$ cat src/rtl/kbd_matrix_debounce.sv
// 4x4 key matrix scanner: synchronizes raw switches, debounces each key on a prescaled tick, latches press events.
// Latency: 2 sync cycles plus DEB ticks to flip a key; key_valid holds until key_ack; presses arriving while it is held are dropped and set overrun.
module kbd_matrix_debounce #(
   parameter int DIV = 256,
   parameter int DEB = 4
) (
   input  logic        clk,
   input  logic        rst,
   input  logic        ena,
   input  logic [15:0] key_raw,
   input  logic [3:0]  nL,
   output logic [3:0]  KIN,
   output logic [3:0]  key_code,
   output logic        key_valid,
   input  logic        key_ack,
   output logic        overrun
);

   localparam int PW = (DIV > 1) ? $clog2(DIV) : 1;
   localparam logic [PW-1:0] PRE_MAX = PW'(DIV - 1);
   localparam logic [2:0]    DEB_MAX = 3'(DEB - 1);

   logic [15:0]   sync1;
   logic [15:0]   sync2;
   logic [PW-1:0] pre_cnt;
   logic          tick;
   logic          upd;
   logic [2:0]    deb_cnt [16];
   logic [15:0]   deb;
   logic [15:0]   flip;
   logic [15:0]   press;
   logic [3:0]    first_idx;
   logic          multi;

   always_ff @(posedge clk) begin
      if (rst) begin
         sync1 <= '0;
         sync2 <= '0;
      end else if (ena) begin
         sync1 <= key_raw;
         sync2 <= sync1;
      end
   end

   assign tick = (pre_cnt == PRE_MAX);
   assign upd  = ena & tick;

   always_ff @(posedge clk) begin
      if (rst) begin
         pre_cnt <= '0;
      end else if (ena) begin
         pre_cnt <= tick ? '0 : pre_cnt + 1'b1;
      end
   end

   // A key flips on the tick where its disagreement count would reach DEB.
   always_comb begin
      flip = '0;
      for (int k = 0; k < 16; k++) begin
         flip[k] = upd && (sync2[k] != deb[k]) && (deb_cnt[k] == DEB_MAX);
      end
   end

   always_ff @(posedge clk) begin
      if (rst) begin
         deb <= '0;
         for (int k = 0; k < 16; k++) begin
            deb_cnt[k] <= '0;
         end
      end else if (upd) begin
         deb <= deb ^ flip;
         for (int k = 0; k < 16; k++) begin
            if (sync2[k] == deb[k] || flip[k]) begin
               deb_cnt[k] <= '0;
            end else begin
               deb_cnt[k] <= deb_cnt[k] + 3'd1;
            end
         end
      end
   end

   assign press = flip & ~deb;
   assign multi = |(press & (press - 16'd1));

   always_comb begin
      first_idx = '0;
      for (int k = 15; k >= 0; k--) begin
         if (press[k]) begin
            first_idx = 4'(k);
         end
      end
   end

   // A new press wins over a concurrent ack; everything that cannot be latched counts as lost.
   always_ff @(posedge clk) begin
      if (rst) begin
         key_code  <= '0;
         key_valid <= 1'b0;
         overrun   <= 1'b0;
      end else if (ena) begin
         if (|press) begin
            if (!key_valid || key_ack) begin
               key_code  <= first_idx;
               key_valid <= 1'b1;
               if (multi) begin
                  overrun <= 1'b1;
               end
            end else begin
               overrun <= 1'b1;
            end
         end else if (key_ack) begin
            key_valid <= 1'b0;
         end
      end
   end

   always_comb begin
      KIN = '0;
      for (int c = 0; c < 4; c++) begin
         if (!nL[c]) begin
            KIN = KIN | deb[4*c +: 4];
         end
      end
   end

endmodule
$ cat config.mk
export PLATFORM = sky130hd
export DESIGN_NAME = kbd_matrix_debounce
export DESIGN_NICKNAME = d
export VERILOG_FILES = /design/src/rtl/kbd_matrix_debounce.sv
export SDC_FILE = /design/constraint.sdc
export NUM_CORES = 1
export LEC_CHECK = 0
export ABC_AREA = 1
export BUFFER_PORTS_ARGS = -buffer_cell sky130_fd_sc_hd__buf_2
export CAP_MARGIN = 0
export CORE_MARGIN = 3
export CORE_UTILIZATION = 40
export DETAILED_ROUTE_END_ITERATION = 7
export GPL_TIMING_DRIVEN = 0
export PLACE_DENSITY = 0.55
export SLEW_MARGIN = 20
export SYNTH_ARGS = -nofsm -noshare
export SYNTH_HDL_FRONTEND = slang
export SYNTH_SLANG_ARGS = --single-unit
$ cat constraint.sdc
create_clock -name clk -period 7.9 [get_ports clk]
set_input_delay 1.185 -clock clk [delete_from_list [all_inputs] [get_ports clk]]
set_output_delay 1.185 -clock clk [all_outputs]
set_load 0.05 [all_outputs]
======== After elaboration in Yosys (flattened, before gate mapping) ========
Memories as Yosys holds them, arrays and structs flattened.
Cells that the tools add are included.
word-level totals
  bits in latches ......................... 0
  memories kept ........................... 1
  input port bits ......................... 24
  logic and storage cells ................. 361
  bits in registers ....................... 62
  bits in read-only memories .............. 0
  RAM bits ................................ 48
memory list
  memory   depth  width  read ports  clocked after memory_dff  wr ports  RTL line  RTL
  deb_cnt  16     3      16          0                         16        28        logic [2:0] deb_cnt [16];
operators by class
  reductions and logical operators ........ 56
  bitwise operators ....................... 40
  equal/unequal tests ..................... 51
  mux-type cells .......................... 188
  $add $sub $neg .......................... 18
  shift-type cells ........................ 0
  div/mod/pow operators ................... 0
  order comparisons ....................... 0
  multipliers ............................. 0
operators with widths
  cell                                                                     number
  1-bit two-way mux                                                        135
  3-bit two-way mux                                                        32
  4-bit two-way mux                                                        20
  3-bit by 1-bit adder with 3-bit output, second input constant            16
  3-bit by 2-bit equality test with 1-bit output, second input constant    16
  16-bit AND                                                               2
  1-bit logical AND                                                        32
  1-bit OR                                                                 32
  16-bit OR reduction                                                      2
  1-bit logical OR                                                         17
  1-bit equality test                                                      16
  1-bit inequality test                                                    16
  16-bit inverter                                                          1
  16-bit by 1-bit subtractor with 16-bit output, second input constant     1
  16-bit bitwise XOR                                                       1
  4-bit OR                                                                 3
  3-bit AND reduction                                                      3
  8-bit by 1-bit adder with 8-bit output, second input constant            1
  8-bit equality test, second input constant                               1
  8-bit two-way mux                                                        1
  2-bit by 1-bit inequality test with 1-bit output, second input constant  1
  2-bit inequality test, second input constant                             1
  2-bit nonzero test                                                       1
  1-bit AND                                                                1
  1-bit logical NOT                                                        1

======== Logic depth before layout (Yosys ltp) ========
  depth after elaboration ................. 21
  mapped depth ............................ 25
  mapped depth without buffers ............ 24

======== Worst setup path after synthesis ========
No wires, ideal clock.
  kind .................................... in2out
  start ................................... input nL[3]
  end ..................................... output KIN[0]
  path slack .............................. 4.444 ns
  data arrival time ....................... 2.271 ns
  buffers on the path ..................... 0
  stages .................................. 1
  cell sequence ........................... o21ai_0
on the way
  longest elaborated chain between the ends .. 1
ends and longest elaborated chain
  item                RTL line  RTL
  start: declaration  11        input logic [3:0] nL,
  4-bit two-way mux   120       if (!nL[c]) begin
  end: declaration    12        output logic [3:0] KIN,
No other way between the ends.

======== Worst setup path in the final report ========
  start ................................... input nL[0]
  end ..................................... output KIN[1]
on the way
  longest elaborated chain between the ends .. 7
ends and longest elaborated chain
  item                 RTL line  RTL
  4-bit two-way mux *  120
  4-bit OR             121       KIN = KIN | deb[4*c +: 4];
  4-bit two-way mux *  120
  4-bit OR             121
  4-bit two-way mux *  120
  4-bit OR             121
  4-bit two-way mux *  120
Every way passes the cells marked *; elsewhere a longest branch is shown, timed or not.

==> results.json <==
{
  "postRouteAntennaNets": 0,
  "globalRouteOverflowTotal": 0,
  "design.portCount": 34,
  "pwr_density_cell_nw_per_um2": 176,
  "avgRoutedWirePerCell_um": 13.8,
  "clock_latency_ps": 360,
  "dpl_cell_area_um2": 6240,
  "synth.cells.most_frequent": "sky130_fd_sc_hd__nor2_1, sky130_fd_sc_hd__inv_1, sky130_fd_sc_hd__nand2_1",
  "synth-edff-count": 48,
  "startpoint_type": "input port",
  "worstPathMaxFanout": 4,
  "fin_nets": 824,
  "final_worst_path_cycle_share_pct": 41.1,
  "combPwrFrac_pct": 6.2,
  "cts_tree": "built",
  "p_int_uw": 883,
  "root_buffer": "sky130_fd_sc_hd__clkbuf_16",
  "post-synth-top-area-fraction_pct": 24.7,
  "yosysTopAreaCell": "sky130_fd_sc_hd__edfxtp_1",
  "unrepaired_setup_endpoints_after_global_routing": "no",
  "final-instance-count-excl-fill": 931,
  "reported_leakage_power_uw": 0.00284,
  "syn-cell-area_um2": 5840,
  "period_minus_slack_ps": 3250,
  "worst_setup_hold_path_clk_slew_ps": 70,
  "globalRouteTotalUtil_pct": 17.0,
  "hpwl_um": 9720,
  "tightest_slew_ps": 698,
  "fp-row-count": 43,
  "postCtsHoldBufs": 0,
  "critical_path_class": "input port to output pin",
  "ys_async_sr_fraction_pct": 0,
  "crit_required_ps": 6710,
  "synth_flop_cell": "sky130_fd_sc_hd__dfxtp_1",
  "switching_share_pct": 23.3,
  "crit_arrival_ps": 2060,
  "crit_path_end_kind": "output pin",
  "clock_sink_count": 110,
  "cap_violations": 0,
  "area_delta_synth_final_pct": 11.8,
  "post_drt_via_cell_ratio": 4.82,
  "antenna_found_initial": 0,
  "floorplan_die_width_um": 127,
  "detail_route.drc_violations": 0,
  "gp_congestion": 0.844,
  "clock_h_tree_levels": 3,
  "vdd_drop_max_uv": 94.4,
  "max-slew-margin-rel_pct": 53.5,
  "power.clock.fraction_pct": 39.3,
  "floorplan.initialDensity_pct": 41.5,
  "hold_violation_count_in_the_final_report": 0,
  "report.final.setup_viol": 0,
  "detailroute.via_count": 4486,
  "part_of_the_total_power_dissipated_in_sequential_elements_pct": 54.5,
  "timing.final.max_slew_violations": 0,
  "grt_pass1_wl_um": 21600,
  "die_y_um": 127,
  "grt_max_degree": 51,
  "drt-pass1-iter-count": 5,
  "fmax_ghz": 0.308,
  "post_synth_main_area_contributors": "sky130_fd_sc_hd__edfxtp_1, sky130_fd_sc_hd__dfxtp_1, sky130_fd_sc_hd__ha_1",
  "cts.path.max_buffers": 2,
  "worst-r2r-setup-slack_ps": 4860,
  "syn-mean-instance-area_um2": 8.32,
  "run_status": "finished, final reports clean",
  "syn-instance-count": 702,
  "drt_iter0_markers": 228,
  "synth.net_count": 780,
  "cts_setup_buffers": 0,
  "insertedDiodeCount": 0,
  "io_buffers": 33,
  "switching_component_of_the_power_uw": 269,
  "dp_cells": 915,
  "design.core.area_um2": 14100,
  "synth.lib_cells_used.distinct": 34,
  "ys_ff_latch": 110,
  "worst_clock_skew_ps": 7.73,
  "fp.dieArea_um2": 16100,
  "wl_um": 12900,
  "layout-drive-gt1-share_pct": 11.1,
  "setup_total_negative_slack_ps": 0,
  "synth_sequential_area_ratio_pct": 45.9,
  "via_count_of_the_first_global_routing_pass": 4434,
  "finish.instance_area_um2": 6530,
  "post_cts_resized": 0,
  "dominant_cell_by_count_in_the_synthesized_netlist": "sky130_fd_sc_hd__nor2_1",
  "worst_hold_path_type": "flop to flop",
  "tritoncts.num_buffers": 9,
  "ys.warnings.count": 0
}
==> state kept, by name, summed over array words and instances (netlist names) <==
signal     flops
deb_cnt       48
pre_cnt        8
sync2         16
key_valid      1
deb           16
overrun        1
sync1         16
key_code       4
==> placed cells by master (no fill, tap or decap), types with 2 or more instances in the layout <==
cell	n
sky130_fd_sc_hd__xor2_1	5
sky130_fd_sc_hd__o21ai_0	62
sky130_fd_sc_hd__nand3_1	10
sky130_fd_sc_hd__dfxtp_1	62
sky130_fd_sc_hd__clkinv_2	2
sky130_fd_sc_hd__nor3_1	3
sky130_fd_sc_hd__o22ai_1	4
sky130_fd_sc_hd__edfxtp_1	48
sky130_fd_sc_hd__inv_2	3
sky130_fd_sc_hd__clkbuf_16	10
sky130_fd_sc_hd__nand2_1	87
sky130_fd_sc_hd__buf_2	38
sky130_fd_sc_hd__nor2_1	134
sky130_fd_sc_hd__a21oi_4	8
sky130_fd_sc_hd__nand3_2	8
sky130_fd_sc_hd__inv_1	118
sky130_fd_sc_hd__o21ai_1	2
sky130_fd_sc_hd__a211oi_1	2
sky130_fd_sc_hd__a21oi_1	48
sky130_fd_sc_hd__ha_1	54
sky130_fd_sc_hd__clkinv_1	2
sky130_fd_sc_hd__nand4_1	7
sky130_fd_sc_hd__nor2_4	2
sky130_fd_sc_hd__clkbuf_1	14
sky130_fd_sc_hd__nand2_2	3
==> power by group through the flow <==
stage	logic, uW	registers, uW	clock network [uW]
floorplan	48.3	637	0
global placement	69.7	640	0
detailed placement	72.5	641	0
CTS	72.9	628	468
global route	83.9	631	490
finish	71.3	628	452
==> path summary, 6_finish.rpt <==
path,startpoint,to,cells past startpoint
setup / recovery,nL[0],KIN[1],5
hold reg to reg,key_code[3]$_SDFFE_PP0P_,key_code[3]$_SDFFE_PP0P_,2
hold / removal,key_code[3]$_SDFFE_PP0P_,key_code[3]$_SDFFE_PP0P_,2
setup reg to reg,pre_cnt[0]$_SDFFE_PP0P_,key_code[0]$_SDFFE_PP0P_,21
==> cell families (layout without fill, tap and decap cells) <==
logic type	count (synthesis)	after routing	share of synthesized area [%]
buffers and inverters	142	191	9.36
and+or+nand+nor	261	261	19.4
DFF	110	110	45.9
AOI/OAI and AO/OA	129	129	12.9
adders and majority gates	54	54	11.6
xor gates and xnor gates	6	6	0.899
==> per-stage QoR <==
stage / setup slack, ps / hold slack, ps / power [uW] / util, %
final: 4650 / 451 / 1150 / 46.4
after CTS: 4640 / 453 / 1170 / 46.4
after global placement: 4000 / 439 / 710 / 44.2
after floorplan: 4440 / 448 / 686 / -
after detailed placement: 4350 / 441 / 713 / 44.3
after global routing: 4450 / 471 / 1200 / 46.4
==> layer usage <==
metal  wire length (um)  global-route usage [%]
met5                  0                       0
met2               6040                    28.2
met3                424                    2.36
met1               6210                    22.5
met4                181                    6.31
==> layout make-up <==
class                   count  area, um^2
fillers                  1421        7560
flip-flops and latches    110        2680
multi-input cells         450        2620
inverters                 123         462
clock buffers              12         268
well taps                 180         225
repair buffers             33         165
plain buffers              19        85.1
clock inverters             4        25.0
==> critical path: stages <==
cell and delay (ps):
sky130_fd_sc_hd__buf_2 120, sky130_fd_sc_hd__o22ai_1 250, sky130_fd_sc_hd__a21oi_1 90, sky130_fd_sc_hd__o21ai_0 110
sky130_fd_sc_hd__buf_2 300
No activity file was read; power rests on OpenSTA's default activity.
